`config.mk`:
```
export PLATFORM = sky130hd
export DESIGN_NAME = reg_file_sb
export DESIGN_NICKNAME = d
export VERILOG_FILES = /design/src/rtl/regfile_pkg.sv /design/src/rtl/regfile_scoreboard.sv /design/src/rtl/reg_file_sb.sv
export SDC_FILE = /design/constraint.sdc
export NUM_CORES = 1
export LEC_CHECK = 0
export CORE_MARGIN = 1
export CORE_UTILIZATION = 50
export DETAILED_ROUTE_END_ITERATION = 8
export PLACE_DENSITY_LB_ADDON = 0.3
export SYNTH_ARGS = -nofsm -noshare
export SYNTH_HDL_FRONTEND = slang
export SYNTH_SLANG_ARGS = --single-unit
export TNS_END_PERCENT = 50
```
`constraint.sdc`:
```
create_clock -name clk -period 2.5 [get_ports clk]
set_clock_uncertainty 0.2 [all_clocks]
set_input_delay 0.75 -clock clk [delete_from_list [all_inputs] [get_ports clk]]
set_output_delay 0.75 -clock clk [all_outputs]
set_load 0.01 [all_outputs]
```
`src/rtl/regfile_pkg.sv`:
```
// Shared types and constants for the scoreboarded register file.
package regfile_pkg;

  typedef enum logic {
    CLEAR = 1'b0,
    IDLE  = 1'b1
  } state_t;

  localparam int ZERO_REG = 0;

  function automatic int nregs(input int addr_w);
    return 1 << addr_w;
  endfunction

endpackage

```
`src/rtl/regfile_scoreboard.sv`:
```
// Per-register pending-write busy bits: issue sets, write clears, clr_all wipes everything.
module regfile_scoreboard
  import regfile_pkg::*;
#(
  parameter int NREGS  = 8,
  parameter int ADDR_W = 3
) (
  input  logic              clk,
  input  logic              clr_all,
  input  logic              set_en,
  input  logic [ADDR_W-1:0] set_addr,
  input  logic              clr_en,
  input  logic [ADDR_W-1:0] clr_addr,
  input  logic [ADDR_W-1:0] rd_addr_a,
  input  logic [ADDR_W-1:0] rd_addr_b,
  output logic              busy_a,
  output logic              busy_b
);

  logic [NREGS-1:0] r_busy;

  genvar gi;
  generate
    for (gi = 0; gi < NREGS; gi++) begin : g_busy
      // Set beats clear so a same-cycle issue (the newer reservation) survives the write.
      always_ff @(posedge clk) begin
        if (clr_all) begin
          r_busy[gi] <= 1'b0;
        end else if (set_en && (set_addr == ADDR_W'(gi)) && (gi != ZERO_REG)) begin
          r_busy[gi] <= 1'b1;
        end else if (clr_en && (clr_addr == ADDR_W'(gi))) begin
          r_busy[gi] <= 1'b0;
        end
      end
    end
  endgenerate

  assign busy_a = r_busy[rd_addr_a];
  assign busy_b = r_busy[rd_addr_b];

endmodule

```
`src/rtl/reg_file_sb.sv`:
```
// Register file with busy scoreboard and post-reset/on-request clear sweep; r0 reads as zero.
// Define REGFILE_BYPASS_EN to forward a same-cycle write to the read ports.
module reg_file_sb
  import regfile_pkg::*;
#(
  parameter int DATA_W = 8,
  parameter int ADDR_W = 3
) (
  input  logic              clk,
  input  logic              rst_n,
  input  logic              reg_write,
  input  logic [ADDR_W-1:0] addr_write,
  input  logic [DATA_W-1:0] write_data,
  input  logic              issue_valid,
  input  logic [ADDR_W-1:0] issue_addr,
  input  logic              clear_req,
  input  logic [ADDR_W-1:0] addr_A,
  input  logic [ADDR_W-1:0] addr_B,
  output logic [DATA_W-1:0] data_A,
  output logic [DATA_W-1:0] data_B,
  output logic              busy_A,
  output logic              busy_B,
  output logic              ready
);

  localparam int NREGS = nregs(ADDR_W);
  localparam logic [ADDR_W-1:0] LAST_IDX = ADDR_W'(NREGS - 1);
  localparam logic [ADDR_W-1:0] ZERO_IDX = ADDR_W'(ZERO_REG);

  logic [DATA_W-1:0] r_regs [NREGS];
  state_t            r_state;
  state_t            w_state_next;
  logic [ADDR_W-1:0] r_idx;
  logic [ADDR_W-1:0] w_idx_next;
  logic              w_idle;
  logic              w_sweep_start;
  logic              w_user_write;
  logic              w_we;
  logic [ADDR_W-1:0] w_waddr;
  logic [DATA_W-1:0] w_wdata;
  logic              w_busy_a;
  logic              w_busy_b;
  logic [ADDR_W-1:0] w_raddr [2];
  logic [DATA_W-1:0] w_rdata [2];

  // Gating with rst_n keeps outputs quiet during reset even before the first edge.
  assign w_idle        = rst_n && (r_state == IDLE);
  assign w_sweep_start = w_idle && clear_req;
  assign w_user_write  = w_idle && reg_write && (addr_write != ZERO_IDX);

  always_comb begin
    w_state_next = r_state;
    w_idx_next   = r_idx;
    case (r_state)
      CLEAR: begin
        w_idx_next = r_idx + 1'b1;
        if (r_idx == LAST_IDX) begin
          w_state_next = IDLE;
        end
      end
      IDLE: begin
        if (clear_req) begin
          w_state_next = CLEAR;
          w_idx_next   = ADDR_W'(1);
        end
      end
      default: begin
        w_state_next = CLEAR;
        w_idx_next   = ADDR_W'(1);
      end
    endcase
  end

  always_ff @(posedge clk) begin
    if (!rst_n) begin
      r_state <= CLEAR;
      r_idx   <= ADDR_W'(1);
    end else begin
      r_state <= w_state_next;
      r_idx   <= w_idx_next;
    end
  end

  // Single write port shared by the sweep and normal writes.
  always_comb begin
    w_we    = 1'b0;
    w_waddr = addr_write;
    w_wdata = write_data;
    if (rst_n && (r_state == CLEAR)) begin
      w_we    = 1'b1;
      w_waddr = r_idx;
      w_wdata = '0;
    end else if (w_user_write) begin
      w_we = 1'b1;
    end
  end

  always_ff @(posedge clk) begin
    if (w_we) begin
      r_regs[w_waddr] <= w_wdata;
    end
  end

  regfile_scoreboard #(
    .NREGS  (NREGS),
    .ADDR_W (ADDR_W)
  ) u_scoreboard (
    .clk       (clk),
    .clr_all   (!rst_n || w_sweep_start),
    .set_en    (w_idle && issue_valid),
    .set_addr  (issue_addr),
    .clr_en    (w_user_write),
    .clr_addr  (addr_write),
    .rd_addr_a (addr_A),
    .rd_addr_b (addr_B),
    .busy_a    (w_busy_a),
    .busy_b    (w_busy_b)
  );

  assign w_raddr[0] = addr_A;
  assign w_raddr[1] = addr_B;

  genvar gi;
  generate
    for (gi = 0; gi < 2; gi++) begin : g_read
      always_comb begin
        w_rdata[gi] = '0;
        if (w_idle && (w_raddr[gi] != ZERO_IDX)) begin
`ifdef REGFILE_BYPASS_EN
          if (w_user_write && (addr_write == w_raddr[gi])) begin
            w_rdata[gi] = write_data;
          end else begin
            w_rdata[gi] = r_regs[w_raddr[gi]];
          end
`else
          w_rdata[gi] = r_regs[w_raddr[gi]];
`endif
        end
      end
    end
  endgenerate

  assign data_A = w_rdata[0];
  assign data_B = w_rdata[1];
  assign busy_A = w_idle && (addr_A != ZERO_IDX) && w_busy_a;
  assign busy_B = w_idle && (addr_B != ZERO_IDX) && w_busy_b;
  assign ready  = w_idle;

endmodule

```
# Word level (Yosys, flattened, before mapping)
# Memory sizes are Yosys's and may differ from the RTL's.
# Index checks and enable logic that the tools add are counted.
# word_totals
ff_bits,11
latch_bits,0
ramBits,64
romBits,0
output_inout_bits,19
memories,1
# op_classes
addsub,1
multipliers,0
div_mod_pow,0
order_cmp,2
n_eq_ne,16
shift,0
mux,31
bitwise,1
n_reduce_logical,36
# mem_list
memory,words,word_bits,rd,rd_ports_with_merged_regs,wr,line,text
r_regs,8,8,2,0,1,reg_file_sb.sv:30,logic [DATA_W-1:0] r_regs [NREGS];
# op_table
operator,n
"3-bit == test, second input constant",9
1-bit logical AND,24
8-bit two-way mux,3
1-bit two-way mux,22
2-bit nonzero test,7
"3-bit by 2-bit == test with 1-bit output, second input constant",4
3-bit nonzero test,3
"3-bit by 4-bit < comparator with 1-bit output, second input constant",2
1-bit binary-select mux with 3-bit select,2
"3-bit by 1-bit == test with 1-bit output, second input constant",2
3-bit two-way mux,2
3-bit case mux with 2 select lines,1
"3-bit by 1-bit adder with 3-bit output, second input constant",1
"2-bit inequality test, second input constant",1
1-bit case mux with 2 select lines,1
1-bit zero test,1
1-bit logical OR,1
1-bit inverter,1

# Logic depth before layout (Yosys ltp)
# Gate-level depths: netlist of the first run.
# depth
ltp_word,7
ltp_mapped,5

# Cells and area by module
# Synthesis of the first run repeated with hierarchy kept, for this count alone.
# hier_totals
cells_unflattened,286
area_unflattened_um2,3676.0
# by_module_without_submodules
module,n_inst,cells_each,area_each_um2,seq_area_each_um2
reg_file_sb,1,237,3268.1,1761.7
regfile_scoreboard,1,49,407.9,140.1

# Worst setup path after synthesis of the first run
# Ideal clock, no wire load.
# synth_timing
path_kind,input-to-output
startpoint,in addr_A[1]
endpoint,out data_A[5]
arrival_time_ns,1.653
slack_ns,-0.103
path_stages,4
cell_sequence,buf_2 -> mux2_2 -> a221oi_1 -> nor3_1
# synth_between
elab_chain_len,3
# synth_lines
element,line,text
start: declaration,reg_file_sb.sv:17,"input logic [ADDR_W-1:0] addr_A,"
"parallel branches: the longest is 2 deep, another holds memory read 8 x 8 bit",n/a,
8-bit two-way mux (*),reg_file_sb.sv:128,if (w_idle && (w_raddr[gi] != ZERO_IDX)) begin
end: declaration,reg_file_sb.sv:19,"output logic [DATA_W-1:0] data_A,"
# Every way passes the cells marked *.

# Final worst setup path of the first run
# layout_timing
startpoint,in addr_B[0]
endpoint,out data_B[0]
# layout_between
elab_chain_len,3
# layout_lines
element,line,text
start: declaration,reg_file_sb.sv:18,"input logic [ADDR_W-1:0] addr_B,"
"parallel branches: the longest is 2 deep, another holds memory read 8 x 8 bit",n/a,
8-bit two-way mux (*),reg_file_sb.sv:128,
end: declaration,reg_file_sb.sv:20,"output logic [DATA_W-1:0] data_B,"
# Marks and branches as above.

==> run summary, run 1 <==
Core Area: 6830 sq um
synth unique cells: 41
worst endpoint required time: 1550 ps
P&R area growth vs syn: 40.6%
post-DP HPWL: 5960 microns
outcome: finished with violations
failing checks: setup timing
CTS tree: yes
placed cell area: 4370 sq um
Setup Viol. Count Final: 18
Pre-antenna DRT Iters: 5
Slowest cell on crit path: mux4_2
gr usage total: 27.8%
Worst Max-Slew Pin Slew: 402 ps
cell family with most CP delay: multiplexers
share of layout cells above drive strength 1: 48.8%
Multi-input gate area: 1780 sq um
FF/Latch Area: 1900 sq um
Die W: 86.3 microns
Clk Latency, worst-skew pair: 350 ps
first-pass GRT wire length: 15000 microns
Critical Path AT: 1900 ps
worst hold margin: 303 ps
Setup WS post-layout: -350 ps
Peak VDD IR: 0.454 mV
CP peak stage delay: 500 ps
largest net degree at the start of global routing: 23
Cell Int Power: 1.99 mW
WL/cell: 21.2 microns
Rel. slew slack: 73.2%
#FFs+latches synth: 67
Ys Warns: 0
Initial Util: 52.0%
Num CTS Buffers: 9
crit path time final: 2850 ps
commonest non-fill, non-tap cell in the layout: edfxtp_1
H-tree depth: 3
post-route ant nets: 0
hold depth: 2
Worst Path Buf+Inv: 4
period utilisation layout: 114%
max-slew violation count: 0
CTS Buffer Depth: 2
Seq pwr share: 47.4%
initial antenna violation count: 0
maximum operating frequency: 351 MHz
most frequent cells in the layout: edfxtp_1 (56), buf_4 (33), buf_2 (20)
most frequent CP cell: buf_12
Comb power frac: 17.8%
Die ar.: 7450 sq um
crit-path max FO: 6
CP Launch Type: primary input
antenna cell count: 0
Sw Ratio: 27.4%
vias in the first global route: 2817
PwrDens: 549 nW/um^2
Reg clk slew, reported paths: 80 ps
dpl cells: 434
sequential share of the synthesized area: 53.5%
Leak Pwr: 1.80 nW
I/O pins: 44
Filler Cell Count: 426
Non-Filler Instances: 463
CTS root buffer: clkbuf_8
Max-Cap Viols: 0
DR DRC count: 0
RSZ-0062 raised after global routing: true
Avg Inst Size Synth: 13.0 sq um
Std-Cell Rows: 30
Worst Reg-to-Reg Cells: 6
hold crit path type: reg -> reg
cell area after synthesis: 3550 sq um
CP Capture Type: primary output
global route overflow: 0
Syn Nets: 300
GPL Wtd Cong: 0.857
vias per cell: 6.11
post-route design area: 5000 sq um
crit path kind: in -> out
die height: 86.3 microns
drt first-iter violations: 373
number of port buffers: 43
Final Hold Viols: 0
switching power total: 750 uW
Levels on crit path: 7
via count: 2829
nets: 389
crit path cell chain: buf_12, buf_12, buf_6, mux4_2, nor2_2, nor3_1, buf_2
Post-Route WL: 9810 microns
CTS sink count: 67
clock network fraction of design power: 34.8%
Hold Buf Count CTS: 0
Syn Inst Count: 273
==> routing by layer <==
layer / global-route usage (%) / vias to the layer above / wire length (microns)
li1: - / 1255 / -
met1: 36.5 / 1412 / 4080
met2: 44.1 / 141 / 4850
met3: 7.33 / 21 / 672
met4: 11.5 / 0 / 204
met5: 0 / - / 0
==> final cells by class <==
class	instances	area share, %
repair buffers	96	19.1
flip-flops and latches	67	38.1
inverters	9	0.676
clock inverters	7	1.65
well taps	96	2.40
clock buffers	9	2.48
multi-input cells	179	35.6
==> per-stage QoR <==
stage	utilization (%)	TNS [ps]	total power, mW	worst slack [ps]
detailed placement	64.0	-27420	1.70	-1150
floorplan	-	-1050	1.54	-43.5
CTS	71.6	-5190	2.70	-350
global route	73.1	-5760	2.84	-420
global placement	64.0	-24730	1.69	-1130
finish	73.1	-5210	2.74	-350
==> synthesized netlist by cell type <==
cell      number  area [sq um]
a21oi_1       13          65.1
a221oi_1      15           131
a221oi_2       1          15.0
a311oi_2       2          30.0
a31oi_1        2          12.5
a41oi_2        1          16.3
and2_1        10          62.6
and2b_1        1          7.51
and3_1         1          6.26
and3b_1        1          8.76
and4_1         1          8.76
and4b_1        1          10.0
buf_1          1          3.75
buf_2          9          45.0
buf_4          1          7.51
buf_6          3          33.8
clkbuf_1       4          15.0
clkinv_1       2          7.51
dfxtp_1       11           220
edfxtp_1      56          1680
ha_1           2          25.0
inv_1          7          26.3
mux2_2        18           203
mux4_1         2          52.6
mux4_2        16           360
nand2_1       18          67.6
nand2b_1       2          12.5
nand3_1        7          35.0
nand3b_1       5          37.5
nor2_1        20          75.1
nor2b_1        6          37.5
nor2b_2        1          8.76
nor3_1         9          45.0
nor3_2         5          50.1
nor3b_1        5          37.5
o21ai_0        5          25.0
o22ai_1        2          12.5
o31ai_1        3          22.5
o41ai_1        2          17.5
or2_1          1          6.26
or3_1          1          6.26
==> path summary, 6_finish.rpt <==
path	from	endpoint	slack, ps
worst min register to register	u_scoreboard.r_busy[4]	u_scoreboard.r_busy[4]	300
worst min-delay path	u_scoreboard.r_busy[4]	u_scoreboard.r_busy[4]	300
worst max register to register	r_state	r_regs[7][1]	620
worst max-delay path	addr_B[0]	data_B[0]	-350
==> worst register-to-register path: cells and delay by family, from the launching register on <==
family	cells	cell delay [ps]
AOI/OAI and AO/OA	1	150
DFF	1	370
buffers and inverters	3	620
and+or+nand+nor	2	250
==> power by group through the flow <==
stage / logic, mW / registers [mW] / clock network (mW)
floorplan: 0.228 / 1.31 / 0
detailed placement: 0.386 / 1.32 / 0
CTS: 0.457 / 1.29 / 0.943
global route: 0.518 / 1.30 / 1.02
global placement: 0.377 / 1.31 / 0
finish: 0.489 / 1.30 / 0.953
==> repair_timing <==
item / 4_1_cts / 5_1_grt
buffers inserted: 6 / 2
gates cloned: 5 / 0
resized for setup: 157 / 23
setup endpoints to repair: 19 / 18
pin swaps: 30 / 17
==> cells by family after synthesis <==
| group | after synthesis | synth area share [%] |
|---|---|---|
| AOI/OAI and AO/OA | 46 | 9.79 |
| adders and majority gates | 2 | 0.704 |
| buffers and inverters | 27 | 3.91 |
| DFF | 67 | 53.5 |
| muxes | 36 | 17.3 |
| and+or+nand+nor | 95 | 14.7 |
==> registers in the layout, summed over array words and instances (netlist names) <==
name                 count
r_regs                  56
u_scoreboard.r_busy      7
r_idx                    3
r_state                  1
Note: power is estimated with default switching activity, not from simulation.
==> run 2: changes to the inputs <==
GPL_ROUTABILITY_DRIVEN = 1   (was unset)
==> results of run 2 <==
No change in the layout: final DEF, timing and power equal those of run 1.
